==> src/rtl/mips_uart_tx_port_if.sv <==
// MEM-stage bus seen by the UART transmitter port: EX/MEM strobes, address and
// store data in, zero-latency load data and decode hit out.
interface mips_uart_tx_port_if;
  logic        MemWrite;
  logic        MemRead;
  logic [31:0] Address;
  logic [31:0] WriteData;
  logic [31:0] ReadData;
  logic        IOHit;

  modport master (
    output MemWrite, MemRead, Address, WriteData,
    input  ReadData, IOHit
  );

  modport slave (
    input  MemWrite, MemRead, Address, WriteData,
    output ReadData, IOHit
  );
endinterface

==> src/rtl/mips_uart_tx_port.sv <==
// Memory-mapped 8N1 UART transmitter: stores to TXDATA queue bytes in a small
// FIFO, a serializer drains it onto TxD, and loads from STATUS report state.
module mips_uart_tx_port #(
  parameter logic [31:0] BASE_ADDR  = 32'h1001_0020,
  parameter int          CLK_DIV    = 434,
  parameter int          FIFO_DEPTH = 4
) (
  input  logic                clk,
  input  logic                reset,
  mips_uart_tx_port_if.slave  bus,
  output logic                TxD,
  output logic                TxBusy
);

  localparam int PTR_W  = $clog2(FIFO_DEPTH);
  localparam int CNT_W  = $clog2(FIFO_DEPTH + 1);
  localparam int BAUD_W = $clog2(CLK_DIV);

  localparam logic [31:0]       TXDATA_ADDR = BASE_ADDR;
  localparam logic [31:0]       STATUS_ADDR = BASE_ADDR + 32'd4;
  localparam logic [CNT_W-1:0]  DEPTH_CNT   = CNT_W'(FIFO_DEPTH);
  localparam logic [BAUD_W-1:0] BAUD_LAST   = BAUD_W'(CLK_DIV - 1);

  typedef enum logic [1:0] {IDLE, START, DATA, STOP} txState_e;

  txState_e          state_q, state_d;
  logic [BAUD_W-1:0] baudCnt_q, baudCnt_d;
  logic [2:0]        bitIdx_q, bitIdx_d;
  logic [7:0]        shift_q, shift_d;
  logic [PTR_W-1:0]  rdPtr_q, rdPtr_d;
  logic [PTR_W-1:0]  wrPtr_q, wrPtr_d;
  logic [CNT_W-1:0]  count_q, count_d;
  logic              overflow_q, overflow_d;
  logic              txd_q, txd_d;
  logic [7:0]        fifoMem [FIFO_DEPTH];

  logic        fifoEmpty, fifoFull, baudDone;
  logic        popEn, pushReq, pushEn, statusWr;
  logic [31:0] statusWord;
  logic        unusedWdata;

  assign fifoEmpty   = (count_q == '0);
  assign fifoFull    = (count_q == DEPTH_CNT);
  assign baudDone    = (baudCnt_q == BAUD_LAST);
  assign unusedWdata = ^bus.WriteData[31:8];
  assign TxD         = txd_q;

  always_ff @(posedge clk or posedge reset) begin
    if (reset) begin
      state_q    <= IDLE;
      baudCnt_q  <= '0;
      bitIdx_q   <= '0;
      shift_q    <= '0;
      rdPtr_q    <= '0;
      wrPtr_q    <= '0;
      count_q    <= '0;
      overflow_q <= 1'b0;
      txd_q      <= 1'b1;
    end else begin
      state_q    <= state_d;
      baudCnt_q  <= baudCnt_d;
      bitIdx_q   <= bitIdx_d;
      shift_q    <= shift_d;
      rdPtr_q    <= rdPtr_d;
      wrPtr_q    <= wrPtr_d;
      count_q    <= count_d;
      overflow_q <= overflow_d;
      txd_q      <= txd_d;
    end
  end

  // Storage needs no reset: only entries between the pointers are ever read.
  always_ff @(posedge clk) begin
    if (pushEn) fifoMem[wrPtr_q] <= bus.WriteData[7:0];
  end

  always_comb begin
    state_d   = state_q;
    baudCnt_d = baudCnt_q;
    bitIdx_d  = bitIdx_q;
    shift_d   = shift_q;
    popEn     = 1'b0;
    case (state_q)
      IDLE: begin
        if (!fifoEmpty) begin
          popEn     = 1'b1;
          shift_d   = fifoMem[rdPtr_q];
          baudCnt_d = '0;
          state_d   = START;
        end
      end
      START: begin
        if (baudDone) begin
          baudCnt_d = '0;
          bitIdx_d  = '0;
          state_d   = DATA;
        end else begin
          baudCnt_d = baudCnt_q + BAUD_W'(1);
        end
      end
      DATA: begin
        if (baudDone) begin
          baudCnt_d = '0;
          shift_d   = {1'b0, shift_q[7:1]};
          bitIdx_d  = bitIdx_q + 3'd1;
          if (bitIdx_q == 3'd7) state_d = STOP;
        end else begin
          baudCnt_d = baudCnt_q + BAUD_W'(1);
        end
      end
      STOP: begin
        // Chain straight into the next start bit so queued frames have no gap.
        if (baudDone) begin
          baudCnt_d = '0;
          if (!fifoEmpty) begin
            popEn   = 1'b1;
            shift_d = fifoMem[rdPtr_q];
            state_d = START;
          end else begin
            state_d = IDLE;
          end
        end else begin
          baudCnt_d = baudCnt_q + BAUD_W'(1);
        end
      end
      default: state_d = IDLE;
    endcase

    pushReq  = bus.MemWrite && (bus.Address == TXDATA_ADDR);
    statusWr = bus.MemWrite && (bus.Address == STATUS_ADDR);
    pushEn   = pushReq && (!fifoFull || popEn);

    rdPtr_d = popEn  ? rdPtr_q + PTR_W'(1) : rdPtr_q;
    wrPtr_d = pushEn ? wrPtr_q + PTR_W'(1) : wrPtr_q;
    count_d = count_q + CNT_W'(pushEn) - CNT_W'(popEn);

    overflow_d = overflow_q;
    if (statusWr && bus.WriteData[3]) overflow_d = 1'b0;
    if (pushReq && fifoFull && !popEn) overflow_d = 1'b1;
  end

  // TxD is registered from the next state so the line level tracks the state register.
  always_comb begin
    case (state_d)
      START:   txd_d = 1'b0;
      DATA:    txd_d = shift_d[0];
      default: txd_d = 1'b1;
    endcase

    TxBusy     = (state_q != IDLE) || !fifoEmpty;
    statusWord = {24'b0, 4'(count_q), overflow_q, (state_q != IDLE), fifoEmpty, fifoFull};

    bus.IOHit    = (bus.MemRead || bus.MemWrite) &&
                   ((bus.Address == TXDATA_ADDR) || (bus.Address == STATUS_ADDR));
    bus.ReadData = (bus.MemRead && (bus.Address == STATUS_ADDR)) ? statusWord : 32'b0;
  end

endmodule
==> src/flat_wrapper.sv <==
// flat-port wrapper written by rule: the top's interface ports become plain ports
module mips_uart_tx_port_flat 
#(
  parameter logic [31:0] BASE_ADDR  = 32'h1001_0020,
  parameter int          CLK_DIV    = 434,
  parameter int          FIFO_DEPTH = 4
)
  (clk, reset, TxD, TxBusy, bus_MemWrite, bus_MemRead, bus_Address, bus_WriteData, bus_ReadData, bus_IOHit);
  mips_uart_tx_port_if bus_i ();
  input  logic clk;
  input  logic reset;
  output logic TxD;
  output logic TxBusy;
  input wire logic [$bits(bus_i.MemWrite)-1:0] bus_MemWrite;
  input wire logic [$bits(bus_i.MemRead)-1:0] bus_MemRead;
  input wire logic [$bits(bus_i.Address)-1:0] bus_Address;
  input wire logic [$bits(bus_i.WriteData)-1:0] bus_WriteData;
  output wire logic [$bits(bus_i.ReadData)-1:0] bus_ReadData;
  output wire logic [$bits(bus_i.IOHit)-1:0] bus_IOHit;
  assign bus_i.MemWrite = bus_MemWrite;
  assign bus_i.MemRead = bus_MemRead;
  assign bus_i.Address = bus_Address;
  assign bus_i.WriteData = bus_WriteData;
  assign bus_ReadData = bus_i.ReadData;
  assign bus_IOHit = bus_i.IOHit;
  mips_uart_tx_port #(.BASE_ADDR(BASE_ADDR), .CLK_DIV(CLK_DIV), .FIFO_DEPTH(FIFO_DEPTH)) u_core (.clk(clk), .reset(reset), .bus(bus_i), .TxD(TxD), .TxBusy(TxBusy));
endmodule
==> config.mk <==
export PLATFORM = sky130hd
export DESIGN_NAME = mips_uart_tx_port_flat
export DESIGN_NICKNAME = d
export VERILOG_FILES = /design/src/rtl/mips_uart_tx_port_if.sv /design/src/rtl/mips_uart_tx_port.sv /design/src/flat_wrapper.sv
export SDC_FILE = /design/constraint.sdc
export NUM_CORES = 1
export LEC_CHECK = 0
export ABC_AREA = 1
export BUFFER_PORTS_ARGS = -buffer_cell sky130_fd_sc_hd__clkbuf_2
export CORE_ASPECT_RATIO = 1.1
export CORE_MARGIN = 8
export CORE_UTILIZATION = 50
export CTS_BUF_LIST = sky130_fd_sc_hd__clkbuf_4
export DETAILED_ROUTE_END_ITERATION = 7
export PLACE_DENSITY = 0.87
export SLEW_MARGIN = 20
export SYNTH_ARGS = -nofsm -noshare
export SYNTH_HDL_FRONTEND = slang
export SYNTH_SLANG_ARGS = --single-unit
==> constraint.sdc <==
create_clock -name clk -period 3.3 [get_ports clk]
set_input_delay 0.825 -clock clk [delete_from_list [all_inputs] [get_ports clk]]
set_output_delay 0.825 -clock clk [all_outputs]
set_load 0.005 [all_outputs]
Word-level counts from Yosys, hierarchy flattened. Memories as Yosys holds them, arrays and structs flattened. Index checks and enable logic that the tools add are counted.

Input bits: 68. Output and inout port bits: 35. Bits in writable memories: 32. Register bits: 31. Word-level logic and storage cells: 81. Memories kept: 1.

Reductions and logical operators: 24. $add $sub $neg: 6. Multiplexer cells: 26. Equal/unequal tests: 14.

Memory list: u_core.fifoMem (words 4, bits a word 8, rd ports 1, clocked after memory_dff 0, wr ports 1, line mips_uart_tx_port.sv:35) `logic [7:0] fifoMem [FIFO_DEPTH];`.

Operators with widths (number): == test 32 x 29 -> 1 bit, second input constant (2); 2-to-1 mux 8 bit (3); one-hot mux 8 bit (3 select lines) (1); 2-to-1 mux 9 bit (2); one-hot mux 9 bit (2 select lines) (1); 2-to-1 mux 2 bit (5); adder 9 x 1 -> 9 bit, second input constant (1); == test 9 bit, second input constant (1); logical AND 1 bit (8); one-hot mux 2 bit (4 select lines) (1); 2-to-1 mux 1 bit (7); 2-to-1 mux 7 bit (1); == test 2 bit, second input constant (3); == test 3 bit, second input constant (2); 2-to-1 mux 3 bit (2); != test 2 x 1 -> 1 bit, second input constant (3); one-hot mux 3 bit (2 select lines) (1); AND reduction 3 bit (2); nonzero test 2 bit (3); adder 2 x 1 -> 2 bit, second input constant (2); == test 2 x 1 -> 1 bit, second input constant (2); logical OR 1 bit (4); one-hot mux 1 bit (2 select lines) (2); adder 3 x 1 -> 3 bit (1); 8 further kinds (10).

Depth between registers and ports, before layout.
Depth in word-level cells: 8. Gate-level depth with buffers: 14. Gate-level depth less buffers: 14.

Least setup slack after synthesis. No wires, ideal clock.

Path kind: in2out. From: input port bus_Address[7]. To: output port bus_ReadData[0]. Arrival time: 1.635 ns. Data required time: 2.475 ns. Setup slack: 0.840 ns. Buffers on the path: 0. Cell stages on the path: 7. Cell sequence: nor2_1 nand3b_1 inv_1 nand2_1 nor2_1 nand3_1 nor3b_1.

Longest elaborated chain between the ends: 3.

Ends and longest elaborated chain: from (decl) (line flat_wrapper.sv:16) `input wire logic [$bits(bus_i.Address)-1:0] bus_Address;`; == test 32 x 29 -> 1 bit (line mips_uart_tx_port.sv:155) `bus.ReadData = (bus.MemRead && (bus.Address == STATUS_ADDR)) ? statusWord : 32'b0;`; logical AND 1 bit (line mips_uart_tx_port.sv:155); 2-to-1 mux 7 bit (line mips_uart_tx_port.sv:155); to (decl) (line flat_wrapper.sv:18) `output wire logic [$bits(bus_i.ReadData)-1:0] bus_ReadData;`.

Every way passes these cells.

Worst setup path in the final report.
From: register u_core.state_q[1]. To: output port TxBusy.

Longest elaborated chain between the ends: 2.

Ends and longest elaborated chain: from (decl) (line mips_uart_tx_port.sv:26) `txState_e state_q, state_d;`; from (signal assigned) (line mips_uart_tx_port.sv:60) `state_q <= state_d;`; nonzero test 2 bit (line mips_uart_tx_port.sv:150) `TxBusy = (state_q != IDLE) || !fifoEmpty;`; logical OR 1 bit (line mips_uart_tx_port.sv:150); to (decl) (line flat_wrapper.sv:13) `output logic TxBusy;`.

Every way passes these cells.

==> flow_summary.ini <==
[die]
ios = 103
die_w_um = 96.4
die_area_mm2 = 0.0101
start_util = 0.510
num_rows = 32
die_height_um = 104
core-area_mm2 = 0.00697

[detailed_routing]
via_count = 2764
vias_per_cell = 5.00
post_drt_wl_per_cell_um = 13.3
drtIter0Drc = 214
postRouteWirelength_um = 7360
firstDrtPassIters = 4
remaining_drc_errors = 0
ant_nets = 0

[final_layout]
area_growth_pct = 11.4
multi_input_area_mm2 = 0.00150
drive_gt1_frac = 0.192
n_antenna_cell = 0
fillers = 615
nNetsFinal = 548
stdcell_area_mm2 = 0.00396
final-seq-area_mm2 = 0.00174

[clock_network]
cts_setup_buffers = 0
cts_sinks = 63
cts_tree = done
insertion_delay_ps = 420
cts_buffers = 9
postCtsHoldBufs = 0
cts_resized = 0
cts.clk_slew.worst_paths_ps = 110
root_buffer = clkbuf_4
htreeDepth = 3
cts_buffer_depth = 2

[global_route]
grt-ovfl-total = 0
first_global_vias = 2898
grt_max_degree = 32
grt_pass1_wl_um = 12100
grt_usage = 0.152
antenna_found_initial = 0

[sta]
slew_headroom = 0.632
max_freq_ghz = 0.342
finalSetupViolations = 0
period_share = 0.886
drv_slew = 0
tightestPinTransition_ps = 550
hold_viol_final = 0
fin_setup_tns_ps = 0
finClkSkew_ps = 12.6
rsz0062_at_grt = false
period_needed_ps = 2930
postLayoutSetupSlackWorst_ps = 375
holdWs_ps = 467

[worst_setup_path]
worstSetupPathType = reg2out
cp_max_fo = 6
required_ps = 2470
worstSetupStartpointType = flip-flop
rr_worst_depth = 14
reg2reg_from = u_core.baudCnt_q[1]
r2r-end = u_core.count_q[2]
reg2reg_slack_ps = 760
crit_arrival_ps = 2100
cp-end-kind = primary output

[synth]
synth_compound_area_frac = 0.0757
synth_warnings = 0
syn_area_per_cell_um2 = 8.75
synth_xor_area_frac = 0.0173
syn_area_mm2 = 0.00355
synthAdderAreaFrac = 0.0585
seq_area_frac_synth = 0.489
synth_edf_count = 32
synth_mux_area_frac = 0
synth_top_flop_cell = edfxtp_1
syn_inst = 406
async_flop_share = 0.492
synth_top_family_by_area = simple AND/OR/NAND/NOR gates
yosysUniqueCellTypes = 37
yosys.area_share.simple = 0.244
ys_ff_latch = 63

[placement]
place_area_mm2 = 0.00380
post-place-ws_ps = 488
post-dp-hpwl_um = 5360
place_congestion = 0.783
io_buffers = 53

[power]
leakage_nw = 1.93
switchingPower_w = 0.000337
p_total_w = 0.00149
ir_worst_vdd_v = 0.000369
clkPwrFrac = 0.404
p_int_w = 0.00116
power_frac_seq = 0.557
p_sw_frac = 0.226
combPwrFrac = 0.039
power_density_mw_per_mm2 = 377

[job]
timing.max_cap.violations = 0

[outcome]
status = completed

[min_path]
hold_path.class = in2async
==> sequential cells by signal (all words and copies together) (netlist names), 2 cells and up <==
name	count
u_core.baudCnt_q	9
u_core.fifoMem	32
u_core.bitIdx_q	3
u_core.rdPtr_q	2
u_core.shift_q	8
u_core.wrPtr_q	2
u_core.count_q	3
u_core.state_q	2
==> synthesized netlist by cell type (2+ instances only) <==
library cell,count,area (um2)
nand2_2,2,12.5
nand3b_1,2,15.0
or2_2,2,12.5
clkinv_1,3,11.3
buf_2,4,20.0
xor2_1,6,52.6
inv_1,45,169
a32o_1,3,30.0
o21ai_0,25,125
nor2_2,5,31.3
nor2_4,3,33.8
nand3_1,25,125
nand2_1,93,349
edfxtp_1,32,961
nand2_4,3,33.8
o31ai_1,2,15.0
dfrtp_1,30,751
o22ai_1,3,18.8
inv_2,2,7.51
nand4_1,7,43.8
ha_1,15,188
buf_4,26,195
nor2_1,48,180
a21oi_1,7,35.0
==> cells in the final DEF, fill, tap and decap left out, drive strengths merged, types with 2 or more instances in the layout <==
| cell type | n |
|---|---|
| nand3b | 2 |
| conb | 25 |
| inv | 47 |
| nand2 | 98 |
| nand3 | 26 |
| or2 | 2 |
| clkinv | 6 |
| nor2 | 56 |
| xor2 | 6 |
| a32o | 3 |
| a21oi | 7 |
| o22ai | 3 |
| o31ai | 2 |
| edfxtp | 32 |
| clkbuf | 62 |
| ha | 15 |
| o21ai | 28 |
| nand4 | 7 |
| bufinv | 2 |
| dfrtp | 30 |
==> kinds of logic (layout without fill, tap and decap cells) <==
group                      Yosys count  in the layout
AOI/OAI and AO/OA                   45             45
xor gates and xnor gates             7              7
adders and majority gates           16             16
buffers and inverters               81            119
DFF                                 63             63
other                                1             25
and+or+nand+nor                    193            193
==> layer usage <==
| layer | global-route usage | routed length (um) |
|---|---|---|
| met1 | 0.155 | 2760 |
| met2 | 0.269 | 3980 |
| met3 | 0.0397 | 505 |
| met4 | 0.0791 | 118 |
| met5 | 0 | 0 |
==> power groups by stage <==
stage               logic (W)  registers (W)  clock network, W
floorplan           0.0000439       0.000848                 0
global placement    0.0000546       0.000848                 0
detailed placement  0.0000564       0.000848                 0
CTS                 0.0000569       0.000832          0.000609
global route        0.0000661       0.000832          0.000637
finish              0.0000576       0.000832          0.000603
==> worst max path at each step <==
stage,endpoint,slack (ps),start,cells past startpoint
6_report,TxBusy,370,u_core.state_q[1],6
5_1_grt,TxBusy,160,u_core.state_q[1],6
4_1_cts,TxBusy,330,u_core.state_q[1],6
3_5_place_dp,bus_ReadData[0],490,bus_Address[23],9
3_3_place_gp,bus_ReadData[0],540,bus_Address[23],9
2_1_floorplan,bus_ReadData[0],840,bus_Address[7],7
==> final cells by class <==
class,instances,area share
flip-flops and latches,63,0.439
well taps,85,0.0269
clock inverters,6,0.0218
inverters,50,0.0474
clock buffers,9,0.0171
multi-input cells,286,0.379
repair buffers,54,0.0689
==> per-stage QoR <==
stage	instances	util
finish	553	0.568
global route	553	0.568
CTS	553	0.568
detailed placement	538	0.546
global placement	538	0.546
floorplan	430	-
==> worst max-delay path, stage by stage (launching register included) <==
cell and delay, ps:
dfrtp_1 450, inv_1 190, ha_1 260, inv_1 150, nor2_1 280, inv_1 190
clkbuf_2 150
Power figures use the tool's default switching activity.
